## config.mk

```make
export PLATFORM = sky130hd
export DESIGN_NAME = multicycle_ctrl
export DESIGN_NICKNAME = d
export VERILOG_FILES = /design/src/rtl/cpu_ctrl_pkg.sv /design/src/rtl/ctrl_decode_rom.sv /design/src/rtl/multicycle_ctrl.sv
export SDC_FILE = /design/constraint.sdc
export NUM_CORES = 1
export LEC_CHECK = 0
export BUFFER_PORTS_ARGS = -buffer_cell sky130_fd_sc_hd__buf_2
export CORE_MARGIN = 2
export CORE_UTILIZATION = 47
export DETAILED_ROUTE_END_ITERATION = 10
export GPL_TIMING_DRIVEN = 1
export HOLD_SLACK_MARGIN = 0.06
export PLACE_DENSITY = 0.82
export RECOVER_POWER = 100
export SLEW_MARGIN = 20
export SYNTH_ARGS = -nofsm -noshare
export SYNTH_HDL_FRONTEND = slang
export SYNTH_HIERARCHICAL = 1
export SYNTH_SLANG_ARGS = --single-unit
export TNS_END_PERCENT = 10
```

## constraint.sdc

```tcl
create_clock -name Clk -period 2.6 [get_ports Clk]
set_clock_uncertainty 0.05 [all_clocks]
set_input_delay 0 -clock Clk [delete_from_list [all_inputs] [get_ports Clk]]
set_output_delay 0 -clock Clk [all_outputs]
set_load 0.005 [all_outputs]
```

## src/rtl/cpu_ctrl_pkg.sv

```systemverilog
// rtl/cpu_ctrl_pkg.sv - shared opcodes, state encodings and control-field encodings for the multi-cycle CPU control
package cpu_ctrl_pkg;

    localparam logic [5:0] OP_RTYPE = 6'h00;
    localparam logic [5:0] OP_J     = 6'h02;
    localparam logic [5:0] OP_BEQ   = 6'h04;
    localparam logic [5:0] OP_ADDI  = 6'h08;
    localparam logic [5:0] OP_LW    = 6'h23;
    localparam logic [5:0] OP_SW    = 6'h2B;

    typedef enum logic [3:0] {
        S_FETCH    = 4'd0,
        S_DECODE   = 4'd1,
        S_MEM_ADDR = 4'd2,
        S_MEM_RD   = 4'd3,
        S_MEM_WB   = 4'd4,
        S_MEM_WR   = 4'd5,
        S_EXEC_R   = 4'd6,
        S_R_WB     = 4'd7,
        S_BRANCH   = 4'd8,
        S_JUMP     = 4'd9,
        S_ADDI_EX  = 4'd10,
        S_ADDI_WB  = 4'd11,
        S_TRAP     = 4'd12
    } state_t;

    localparam logic [2:0] ALUOP_ADD   = 3'd0;
    localparam logic [2:0] ALUOP_SUB   = 3'd1;
    localparam logic [2:0] ALUOP_FUNCT = 3'd2;

    localparam logic [1:0] SRCB_RT      = 2'd0;
    localparam logic [1:0] SRCB_FOUR    = 2'd1;
    localparam logic [1:0] SRCB_IMM     = 2'd2;
    localparam logic [1:0] SRCB_IMM_SH2 = 2'd3;

    localparam logic [1:0] PCSRC_ALU    = 2'd0;
    localparam logic [1:0] PCSRC_ALUOUT = 2'd1;
    localparam logic [1:0] PCSRC_JUMP   = 2'd2;

    typedef struct packed {
        logic       pc_write;
        logic       iord;
        logic       ir_write;
        logic       mem_read;
        logic       mem_write;
        logic       mem_to_reg;
        logic       reg_dest;
        logic       reg_write;
        logic       alu_src_a;
        logic [1:0] alu_src_b;
        logic [2:0] alu_op;
        logic [1:0] pc_source;
    } ctrl_t;

    // States whose exit back to FETCH completes an instruction.
    function automatic logic is_retire(input state_t s);
        return (s == S_MEM_WB) || (s == S_MEM_WR) || (s == S_R_WB) ||
               (s == S_BRANCH) || (s == S_JUMP)   || (s == S_ADDI_WB);
    endfunction

endpackage

```

## src/rtl/ctrl_decode_rom.sv

```systemverilog
// rtl/ctrl_decode_rom.sv - combinational state (plus zero flag) to control vector table
module ctrl_decode_rom
    import cpu_ctrl_pkg::*;
(
    input  state_t state_i,
    input  logic   zero_flag_i,
    output ctrl_t  ctrl_o
);

    // One control vector per state; anything not named stays 0 (TRAP is all zero).
    always_comb begin
        ctrl_o = '0;
        case (state_i)
            S_FETCH: begin
                ctrl_o.mem_read  = 1'b1;
                ctrl_o.ir_write  = 1'b1;
                ctrl_o.alu_src_b = SRCB_FOUR;
                ctrl_o.alu_op    = ALUOP_ADD;
                ctrl_o.pc_source = PCSRC_ALU;
                ctrl_o.pc_write  = 1'b1;
            end
            S_DECODE: begin
                ctrl_o.alu_src_b = SRCB_IMM_SH2;
                ctrl_o.alu_op    = ALUOP_ADD;
            end
            S_MEM_ADDR, S_ADDI_EX: begin
                ctrl_o.alu_src_a = 1'b1;
                ctrl_o.alu_src_b = SRCB_IMM;
                ctrl_o.alu_op    = ALUOP_ADD;
            end
            S_MEM_RD: begin
                ctrl_o.mem_read = 1'b1;
                ctrl_o.iord     = 1'b1;
            end
            S_MEM_WB: begin
                ctrl_o.reg_write  = 1'b1;
                ctrl_o.mem_to_reg = 1'b1;
            end
            S_MEM_WR: begin
                ctrl_o.mem_write = 1'b1;
                ctrl_o.iord      = 1'b1;
            end
            S_EXEC_R: begin
                ctrl_o.alu_src_a = 1'b1;
                ctrl_o.alu_src_b = SRCB_RT;
                ctrl_o.alu_op    = ALUOP_FUNCT;
            end
            S_R_WB: begin
                ctrl_o.reg_write = 1'b1;
                ctrl_o.reg_dest  = 1'b1;
            end
            S_BRANCH: begin
                ctrl_o.alu_src_a = 1'b1;
                ctrl_o.alu_src_b = SRCB_RT;
                ctrl_o.alu_op    = ALUOP_SUB;
                ctrl_o.pc_source = PCSRC_ALUOUT;
                ctrl_o.pc_write  = zero_flag_i;
            end
            S_JUMP: begin
                ctrl_o.pc_source = PCSRC_JUMP;
                ctrl_o.pc_write  = 1'b1;
            end
            S_ADDI_WB: begin
                ctrl_o.reg_write = 1'b1;
            end
            default: ctrl_o = '0;
        endcase
    end

endmodule

```

## src/rtl/multicycle_ctrl.sv

```systemverilog
// rtl/multicycle_ctrl.sv - multi-cycle control sequencer FSM; MEM_WAIT_EN adds memory wait states
module multicycle_ctrl
    import cpu_ctrl_pkg::*;
#(
    parameter int OPW = 6,
    parameter int STW = 4
) (
    input  logic           Clk,
    input  logic           Rst,
    input  logic [OPW-1:0] Opcode,
    input  logic           ZeroFlag,
    input  logic           Mem_Ready,
    output logic           PC_Write,
    output logic           IorD,
    output logic           IR_Write,
    output logic           Sig_Mem_Read,
    output logic           Sig_Mem_Write,
    output logic           Sig_Mem_to_Reg,
    output logic           RegDest,
    output logic           Sig_Reg_Write,
    output logic           ALUSrcA,
    output logic [1:0]     ALUSrcB,
    output logic [2:0]     ALUOp,
    output logic [1:0]     PCSource,
    output logic           Instr_Done,
    output logic           Illegal,
    output logic [STW-1:0] State
);

    state_t state_q, state_d;
    logic   illegal_q, illegal_d;
    logic   done_q, done_d;
    logic   mem_go;
    ctrl_t  rom_ctrl;

`ifdef MEM_WAIT_EN
    assign mem_go = Mem_Ready;
`else
    logic unused_mem_ready;
    assign unused_mem_ready = Mem_Ready;
    assign mem_go           = 1'b1;
`endif

    // State, sticky illegal flag and retire pulse registers.
    always_ff @(posedge Clk or posedge Rst) begin
        if (Rst) begin
            state_q   <= S_FETCH;
            illegal_q <= 1'b0;
            done_q    <= 1'b0;
        end else begin
            state_q   <= state_d;
            illegal_q <= illegal_d;
            done_q    <= done_d;
        end
    end

    // Next-state: Opcode only matters in DECODE and MEM_ADDR; memory states may stall on mem_go.
    always_comb begin
        state_d = state_q;
        case (state_q)
            S_FETCH:    if (mem_go) state_d = S_DECODE;
            S_DECODE: begin
                if (Opcode == OP_LW || Opcode == OP_SW) state_d = S_MEM_ADDR;
                else if (Opcode == OP_RTYPE)            state_d = S_EXEC_R;
                else if (Opcode == OP_BEQ)              state_d = S_BRANCH;
                else if (Opcode == OP_J)                state_d = S_JUMP;
                else if (Opcode == OP_ADDI)             state_d = S_ADDI_EX;
                else                                    state_d = S_TRAP;
            end
            S_MEM_ADDR: state_d = (Opcode == OP_LW) ? S_MEM_RD : S_MEM_WR;
            S_MEM_RD:   if (mem_go) state_d = S_MEM_WB;
            S_MEM_WB:   state_d = S_FETCH;
            S_MEM_WR:   if (mem_go) state_d = S_FETCH;
            S_EXEC_R:   state_d = S_R_WB;
            S_R_WB:     state_d = S_FETCH;
            S_BRANCH:   state_d = S_FETCH;
            S_JUMP:     state_d = S_FETCH;
            S_ADDI_EX:  state_d = S_ADDI_WB;
            S_ADDI_WB:  state_d = S_FETCH;
            S_TRAP:     state_d = S_TRAP;
            default:    state_d = S_FETCH;
        endcase
    end

    // Retire pulse lands in the first FETCH after a retiring state; illegal latches on entry to TRAP.
    always_comb begin
        done_d    = is_retire(state_q) && (state_d == S_FETCH);
        illegal_d = illegal_q || ((state_q == S_DECODE) && (state_d == S_TRAP));
    end

    ctrl_decode_rom u_rom (
        .state_i     (state_q),
        .zero_flag_i (ZeroFlag),
        .ctrl_o      (rom_ctrl)
    );

    logic fetch_ok;
    assign fetch_ok = (state_q != S_FETCH) || mem_go;

    // Strobes are forced low while reset is asserted; FETCH loads IR/PC only when memory is ready.
    assign PC_Write       = rom_ctrl.pc_write  & fetch_ok & ~Rst;
    assign IR_Write       = rom_ctrl.ir_write  & fetch_ok & ~Rst;
    assign Sig_Mem_Read   = rom_ctrl.mem_read  & ~Rst;
    assign Sig_Mem_Write  = rom_ctrl.mem_write & ~Rst;
    assign Sig_Reg_Write  = rom_ctrl.reg_write & ~Rst;
    assign IorD           = rom_ctrl.iord;
    assign Sig_Mem_to_Reg = rom_ctrl.mem_to_reg;
    assign RegDest        = rom_ctrl.reg_dest;
    assign ALUSrcA        = rom_ctrl.alu_src_a;
    assign ALUSrcB        = rom_ctrl.alu_src_b;
    assign ALUOp          = rom_ctrl.alu_op;
    assign PCSource       = rom_ctrl.pc_source;
    assign Instr_Done     = done_q;
    assign Illegal        = illegal_q;
    assign State          = state_q;

endmodule

```

### Word-level counts from Yosys, hierarchy flattened

Index checks and enable logic that the tools add are counted.
W data, S select, Z words.

| operators by class | value |
|---|---|
| eq/ne operators | 18 |
| mux-type cells | 18 |
| bitwise operators | 6 |
| reduce and logical (&&, ||, !) cells | 18 |

Operators with widths:

| operator | number |
|---|---|
| $pmux W4 S7 | 1 |
| $pmux W5 S5 | 1 |
| $eq A4 B4 Y1 const B | 6 |
| $eq A4 B3 Y1 const B | 4 |
| $eq A6 B6 Y1 const B | 2 |
| $mux W3 | 4 |
| $eq A4 B2 Y1 const B | 2 |
| $logic_not A4 Y1 | 2 |
| $mux W1 | 8 |
| $mux W4 | 2 |
| $reduce_or A2 Y1 | 4 |
| $logic_or A1 B1 Y1 | 7 |
| $eq A6 B2 Y1 const B | 1 |
| $eq A6 B3 Y1 const B | 1 |
| $eq A6 B4 Y1 const B | 1 |
| $logic_not A6 Y1 | 1 |
| $and A1 B1 Y1 | 5 |
| $eq A4 B1 Y1 const B | 1 |
| $pmux W2 S2 | 1 |
| $reduce_or A4 Y1 | 1 |
| $reduce_or A3 Y1 | 1 |
| $logic_and A1 B1 Y1 | 2 |
| $pmux W1 S2 | 1 |
| $not A1 Y1 | 1 |

| storage, ports and cells | value |
|---|---|
| flip-flop bits (word level) | 6 |
| input bits | 10 |
| output and inout bits | 22 |

### Logic depth before layout (Yosys ltp)

Gate-level depths: netlist of the first run.

| depth | value |
|---|---|
| depth after elaboration | 10 |
| depth in mapped cells | 5 |

### By module

Netlist of the first run, hierarchy kept.

Modules (own cells, without submodules):

| module | instances | cells an instance | area each (µm²) | sequential area each (µm²) |
|---|---|---|---|---|
| multicycle_ctrl | 1 | 51 | 435.4 | 150.1 |
| ctrl_decode_rom | 1 | 31 | 186.4 | 0.0 |

### Worst setup path before layout of the first run

OpenSTA, ideal clock, no wires.

| timing path | value |
|---|---|
| path kind | reg-to-reg |
| from | register state_q[3], in the netlist State[3] |
| to | register state_q[1], in the netlist State[1] |
| setup time | 0.067 ns |
| arrival | 1.512 ns |
| required time | 2.483 ns |
| path slack | 0.972 ns |
| stages on the path, launching flop included | 6 |
| path buffers | 1 |
| period minus slack after synthesis | 1.628 ns |
| cells stage by stage | dfrtp_1 -> buf_2 -> or3b_1 -> a211o_1 -> o2bb2ai_1 -> and3_1 |

| between the ends | value |
|---|---|
| longest elaborated chain between the ends | 2 |
| elaborated cells between the ends (all ways) | 8 |
| classes of those cells | 6 x eq/ne; 1 x mux; 1 x reduce/logical |

RTL lines:

| item | line | source |
|---|---|---|
| start: declaration | multicycle_ctrl.sv:30 | `state_t state_q, state_d;` |
| start signal: assignment | multicycle_ctrl.sv:51 | `state_q <= state_d;` |
| $eq A4 B4 Y1, or another cell as far along | multicycle_ctrl.sv:60 | `case (state_q)` |
| $pmux W4 S7 (*) | multicycle_ctrl.sv:60 |  |
| named net state_d[1] | multicycle_ctrl.sv:30 |  |

Mark *: on every way through the listed nets, which the timed path passes. The rest lies on a longest branch.

==> results of run 1 <==
## power by group
group          switching, mW  internal, mW
logic                  0.161         0.180
clock network         0.0314        0.0520
registers             0.0975         0.121
total                  0.289         0.352
## cells in the mapped netlist
cell type | instances | area share
nor2b_1 | 7 | 0.070
o21ai_0 | 4 | 0.032
buf_6 | 1 | 0.018
o311ai_1 | 1 | 0.014
nand3_1 | 1 | 0.0080
nor2_1 | 6 | 0.036
or2_2 | 1 | 0.010
nor3_1 | 7 | 0.056
a2111oi_2 | 1 | 0.024
dfrtp_1 | 6 | 0.24
and2_1 | 1 | 0.010
nor4_1 | 2 | 0.020
o2bb2ai_1 | 1 | 0.014
xor2_1 | 4 | 0.056
o211a_1 | 1 | 0.016
nor4b_1 | 1 | 0.014
conb_1 | 1 | 0.0060
nand2b_1 | 5 | 0.050
a211o_1 | 1 | 0.014
buf_2 | 3 | 0.024
inv_1 | 3 | 0.018
xnor2_1 | 2 | 0.028
o22ai_1 | 2 | 0.020
a2bb2oi_1 | 1 | 0.014
nand2_1 | 4 | 0.024
and3_1 | 1 | 0.010
a21oi_1 | 5 | 0.040
a31o_2 | 1 | 0.014
buf_4 | 3 | 0.036
or3b_1 | 2 | 0.028
or3_1 | 3 | 0.030
## registers in the layout (all words and copies together) (netlist names)
signal / cells
State: 4
Instr_Done: 1
Illegal: 1
## kinds of logic after synthesis
group / count (synthesis) / share of synthesized area
buffers and inverters: 10 / 0.0966
XOR/XNOR: 6 / 0.0845
other: 1 / 0.00603
AND/OR/NAND/NOR: 41 / 0.368
flip-flops: 6 / 0.241
AO/OA/AOI/OAI: 18 / 0.203
## final timing paths
path / to
max in group asynchronous: State[2]
min: State[2]
max: PC_Write
min reg2reg: Illegal
min in group asynchronous: State[1]
max reg2reg: State[1]
## cell type report
| type | count | area (µm²) |
|---|---|---|
| multi-input cells | 66 | 405 |
| repair buffers | 32 | 154 |
| clock buffers | 3 | 22.5 |
| inverters | 3 | 11.3 |
| flip-flops and latches | 6 | 150 |
| fillers | 138 | 507 |
| well taps | 15 | 18.8 |
## worst reg2reg max path, delay by kind of cell, from the launching register on
family | cells | cell delay, ns
simple gates | 2 | 0.65
compound gates | 2 | 0.42
flops | 1 | 0.62
## metal layers
layer,GRT usage,vias to the layer above,part of all wire
li1,-,345,-
met1,0.223,292,0.46
met2,0.357,31,0.44
met3,0.0667,0,0.098
met4,0,0,0
met5,0,-,0
==> results.json, run 1 <==
{
  "cts_setup_buffers": 0,
  "status": "finished, final reports clean",
  "cts_tree": "done",
  "post_drt_wl_per_cell_um": 11.8,
  "yosysSeqAreaShare": 0.241,
  "yosysUniqueCellTypes": 31,
  "syn_inst": 82,
  "drt_iter0_drc": 10,
  "finalHoldViolations": 0,
  "hold_path_depth": 3,
  "synthesis.area_um2": 622,
  "ctsResizeCount": 0,
  "max_stage_delay_ns": 0.56,
  "start_kind": "flip-flop",
  "ys_ff_latch": 6,
  "portBuffers": 29,
  "synth_nets": 92,
  "cp.arrival_ns": 1.82,
  "worstPathCellList": "nor2b_1, a2111oi_0, nor2b_1, buf_2",
  "area_growth_pct": 22.5,
  "grt_overflow_total": 0,
  "post-route-drc-count": 0,
  "max_freq_mhz": 535,
  "clk_pin_slew_ns": 0.04,
  "hp-class": "in -> reg",
  "io_pins": 32,
  "end_kind": "output pin",
  "finalCriticalPeriod_ns": 1.87,
  "htreeDepth": 1,
  "utilization": 0.601,
  "holdBufCountCts": 3,
  "rrSetupSlack_ns": 0.80,
  "pre_cts_ws_ns": 0.821,
  "cts.sinks": 6,
  "yosys_warnings": 6,
  "final_antenna_net_count": 0,
  "vias_per_cell": 5.34,
  "design.core.area_mm2": 0.00127,
  "die_y_um": 40.4,
  "power_mw": 0.642,
  "diodes": 0,
  "drtPass1Iterations": 4,
  "num_vias": 668,
  "critPathRequiredTime_ns": 2.55,
  "grt_usage": 0.193,
  "rsz0062_at_grt": "false",
  "mostFrequentLayoutCell": "clkbuf_1",
  "peakVddDrop_v": 0.000645,
  "start_util": 0.490,
  "root_buffer": "clkbuf_4",
  "place.gp.congestion": 0.740,
  "maxSlewViolCount": 0,
  "antenna_found_initial": 0,
  "finalNetCount": 122,
  "crit_cells": 4,
  "cts_made_buffers": 3,
  "layout.cells.non_filler": 125,
  "synth_area_per_cell_um2": 7.58,
  "crit_family": "flip-flops",
  "post-dp-hpwl_um": 1010,
  "grt_max_degree": 23,
  "finalSetupViolCount": 0,
  "grt_pass1_wl_um": 2140,
  "min_period_over_period": 0.719,
  "drv_cap": 0,
  "setup_tns_ns": 0,
  "clockBufferDepth": 2,
  "crit_slowest_cell": "dfrtp_1",
  "clkLatencyLatePin_ns": 0.24,
  "slew_headroom": 0.544,
  "design_area_um2": 762,
  "mostFrequentLayoutCells": "clkbuf_1 (16), buf_2 (12), nor3_1 (7), nor2b_1 (7)",
  "hp-start": "Opcode[2]",
  "power_density_mw_per_mm2": 842,
  "p_leak_nw": 0.322,
  "startpoint": "State[0]",
  "cp_max_fo": 19,
  "worst_pin_slew_ns": 0.684,
  "grt_pass1_vias": 534,
  "holdWs_ns": 0.108,
  "regToRegStartpoint": "State[1]",
  "wl_um": 1470,
  "rows": 13,
  "drive_gt1_frac": 0.155,
  "worst-r2r-cell-count": 4,
  "path_class": "reg -> out",
  "crit_buf_inv": 1,
  "placed_cells": 119,
  "die_w_um": 40.4,
  "placed_area_um2": 737,
  "cpMostUsedCell": "nor2b_1",
  "setup_ws_ns": 0.730,
  "dieArea_mm2": 0.00163
}
Note: power is estimated with default switching activity, not from simulation.
==> inputs of run 2 (changes only) <==
--- a/config.mk
+++ b/config.mk
@@ -5,13 +5,14 @@
 export SDC_FILE = /design/constraint.sdc
 export NUM_CORES = 1
 export LEC_CHECK = 0
+export ABC_AREA = 1
 export BUFFER_PORTS_ARGS = -buffer_cell sky130_fd_sc_hd__buf_2
 export CORE_MARGIN = 2
-export CORE_UTILIZATION = 47
+export CORE_UTILIZATION = 44
 export DETAILED_ROUTE_END_ITERATION = 10
 export GPL_TIMING_DRIVEN = 1
 export HOLD_SLACK_MARGIN = 0.06
-export PLACE_DENSITY = 0.82
+export PLACE_DENSITY = 0.78
 export RECOVER_POWER = 100
 export SLEW_MARGIN = 20
 export SYNTH_ARGS = -nofsm -noshare
==> constraint.sdc (replaced) <==
create_clock -name Clk -period 1.8 [get_ports Clk]
set_clock_uncertainty 0.05 [all_clocks]
set_input_delay 0 -clock Clk [delete_from_list [all_inputs] [get_ports Clk]]
set_output_delay 0 -clock Clk [all_outputs]
set_load 0.005 [all_outputs]
==> results.json, run 2 <==
{
  "min_period_over_period": 0.834,
  "antenna_found_initial": 0,
  "clk_pin_slew_ns": 0.05,
  "power.share.switching": 0.500,
  "die_w_um": 42.0,
  "finalNetCount": 162,
  "cp_max_fo": 8,
  "synth_most_common_cell": "inv_1",
  "grt_overflow_total": 0,
  "max_stage_delay_ns": 0.48,
  "drv_cap": 0,
  "drt_iter0_drc": 16,
  "path_class": "reg -> out",
  "start_kind": "flip-flop",
  "synthesis.area_um2": 634,
  "post-dp-hpwl_um": 1270,
  "async_flop_share": 1.00,
  "place.gp.congestion": 0.840,
  "worstPathCellList": "inv_1, nor2_1, nand2_1, nand3_1, inv_1, nor2_1, clkbuf_2",
  "io_pins": 32,
  "combinationalPowerShare": 0.598,
  "crit_buf_inv": 3,
  "cts.sinks": 6,
  "area_growth_pct": 27.2,
  "cp.arrival_ns": 1.45,
  "design_area_um2": 807,
  "synth_common_cells": "inv_1 (29), nor2_1 (25), nand2_1 (24)",
  "htreeDepth": 1,
  "drive_gt1_frac": 0.180,
  "finalHoldViolations": 0,
  "grt_pass1_vias": 698,
  "grt_pass1_wl_um": 2760,
  "cts_tree": "done",
  "pwr-share-seq": 0.269,
  "holdWs_ns": 0.0869,
  "diodes": 0,
  "crit_slowest_cell": "dfrtp_1",
  "p_int_mw": 0.467,
  "rsz0062_at_grt": "false",
  "dieArea_mm2": 0.00176,
  "clkPwrFrac": 0.134,
  "mostFrequentLayoutCells": "inv_1 (30), nor2_1 (29), nand2_1 (24), buf_2 (15), nand3_1 (14)",
  "ctsResizeCount": 0,
  "layout.cells.non_filler": 165,
  "placed_area_um2": 791,
  "setup_tns_ns": 0,
  "post-route-drc-count": 0,
  "yosysSeqAreaShare": 0.237,
  "syn_inst": 117,
  "max_freq_mhz": 666,
  "finalCriticalPeriod_ns": 1.50,
  "drtPass1Iterations": 4,
  "critPathRequiredTime_ns": 1.75,
  "yosysUniqueCellTypes": 19,
  "register_area_um2": 150,
  "start_util": 0.481,
  "p_leak_nw": 0.526,
  "post_drt_wl_per_cell_um": 10.3,
  "status": "finished, final reports clean",
  "ys_ff_latch": 6,
  "synth_area_per_cell_um2": 5.42,
  "largest_reg_flops": 4,
  "power_density_mw_per_mm2": 1160,
  "end_kind": "output pin",
  "maxSlewViolCount": 0,
  "multiInputGateArea_um2": 345,
  "p_sw_mw": 0.467,
  "synth_top_cells_by_area": "dfrtp_1 (24%), inv_1 (17%), nor2_1 (15%)",
  "root_buffer": "clkbuf_4",
  "synth_edf_count": 0,
  "yosys.area.top_type": "dfrtp_1",
  "nFillCells": 140,
  "grt_usage": 0.200,
  "hp-class": "in -> reg",
  "wl_um": 1700,
  "num_vias": 807,
  "crit_family": "simple AND/OR/NAND/NOR gates",
  "die_y_um": 42.0,
  "placed_cells": 160,
  "synthFlopType": "dfrtp_1",
  "rows": 13,
  "peakVddDrop_v": 0.000596,
  "cts_made_buffers": 3,
  "finalSetupViolCount": 0,
  "yosys_warnings": 6,
  "mostFrequentLayoutCell": "inv_1",
  "portBuffers": 29,
  "cts_setup_buffers": 0,
  "clockBufferDepth": 2,
  "vias_per_cell": 4.89,
  "power_mw": 0.934,
  "grt_max_degree": 12,
  "clkLatencyLatePin_ns": 0.25,
  "design.core.area_mm2": 0.00132,
  "final_antenna_net_count": 0,
  "synth_nets": 127,
  "synth_top_area_frac": 0.237
}
[run 2: cell types whose count changed after synthesis, moves of 4 or more]
| cell | before | now |
|---|---|---|
| inv_1 | 3 | 29 |
| nand2_1 | 4 | 24 |
| nand2b_1 | 5 | 0 |
| xor2_1 | 4 | 0 |
| a21oi_1 | 5 | 1 |
| nand3_1 | 1 | 14 |
| nor2b_1 | 7 | 0 |
| nor2_1 | 6 | 25 |
| nor3_1 | 7 | 1 |
[run 2: metrics by stage]
step | worst slack [ns] | util
after CTS | 0.298 | 0.632
after detailed placement | 0.554 | 0.600
after global routing | 0.138 | 0.613
final | 0.298 | 0.613
after floorplan | 0.664 | -
after global placement | 0.566 | 0.600
[run 2: final timing paths]
check,startpoint,endpoint,depth (start not counted),slack [ns]
setup / recovery,State[3],PC_Write,7,0.30
setup reg to reg,State[3],State[2],7,0.31
hold / removal,Opcode[2],State[0],4,0.09
hold reg to reg,Illegal,Illegal,2,0.42
max in group asynchronous,Rst,Illegal,3,1.26
min in group asynchronous,Rst,State[1],3,0.24
[run 2: layout make-up]
type                       count  share of cell area
clock buffer                   3              0.0279
inverter                      31               0.144
multi-input combinational     79               0.428
sequential                     6               0.186
tap                           15              0.0233
timing repair buffer          31               0.191
[run 2: power groups by stage]
stage	Sequential [mW]	Clock, mW	Combinational (mW)
6_report	0.251	0.125	0.558
5_1_grt	0.263	0.133	0.634
4_1_cts	0.253	0.124	0.601
3_5_place_dp	0.254	0	0.591
3_3_place_gp	0.253	0	0.571
2_1_floorplan	0.245	0	0.384
[run 2: routing by layer]
| metal | GRT usage | vias up | part of all wire |
|---|---|---|---|
| met2 | 0.384 | 38 | 0.52 |
| met4 | 0.0710 | 0 | 0.0065 |
| met1 | 0.219 | 357 | 0.41 |
| li1 | - | 410 | - |
| met5 | 0 | - | 0 |
| met3 | 0.0259 | 2 | 0.066 |
[run 2: cells by family (layout without fill, tap and decap cells)]
| family | count (synthesis) | count (layout) | synth area share |
|---|---|---|---|
| and+or+nand+nor | 73 | 73 | 0.517 |
| buffers and inverters | 32 | 65 | 0.195 |
| DFF | 6 | 6 | 0.237 |
| AOI/OAI and AO/OA | 5 | 5 | 0.0454 |
| other | 1 | 1 | 0.00591 |
[run 2: worst register-to-register path: cells and delay by family (launching register included)]
| family | cells | cell delay, ns |
|---|---|---|
| buffers and inverters | 2 | 0.18 |
| and+or+nand+nor | 5 | 0.74 |
| DFF | 1 | 0.46 |
[run 2: repair_timing]
action / in CTS / in global routing
hold buffers: 2 / 0
setup endpoints to repair: 0 / 0
hold endpoints to repair: 7 / 0
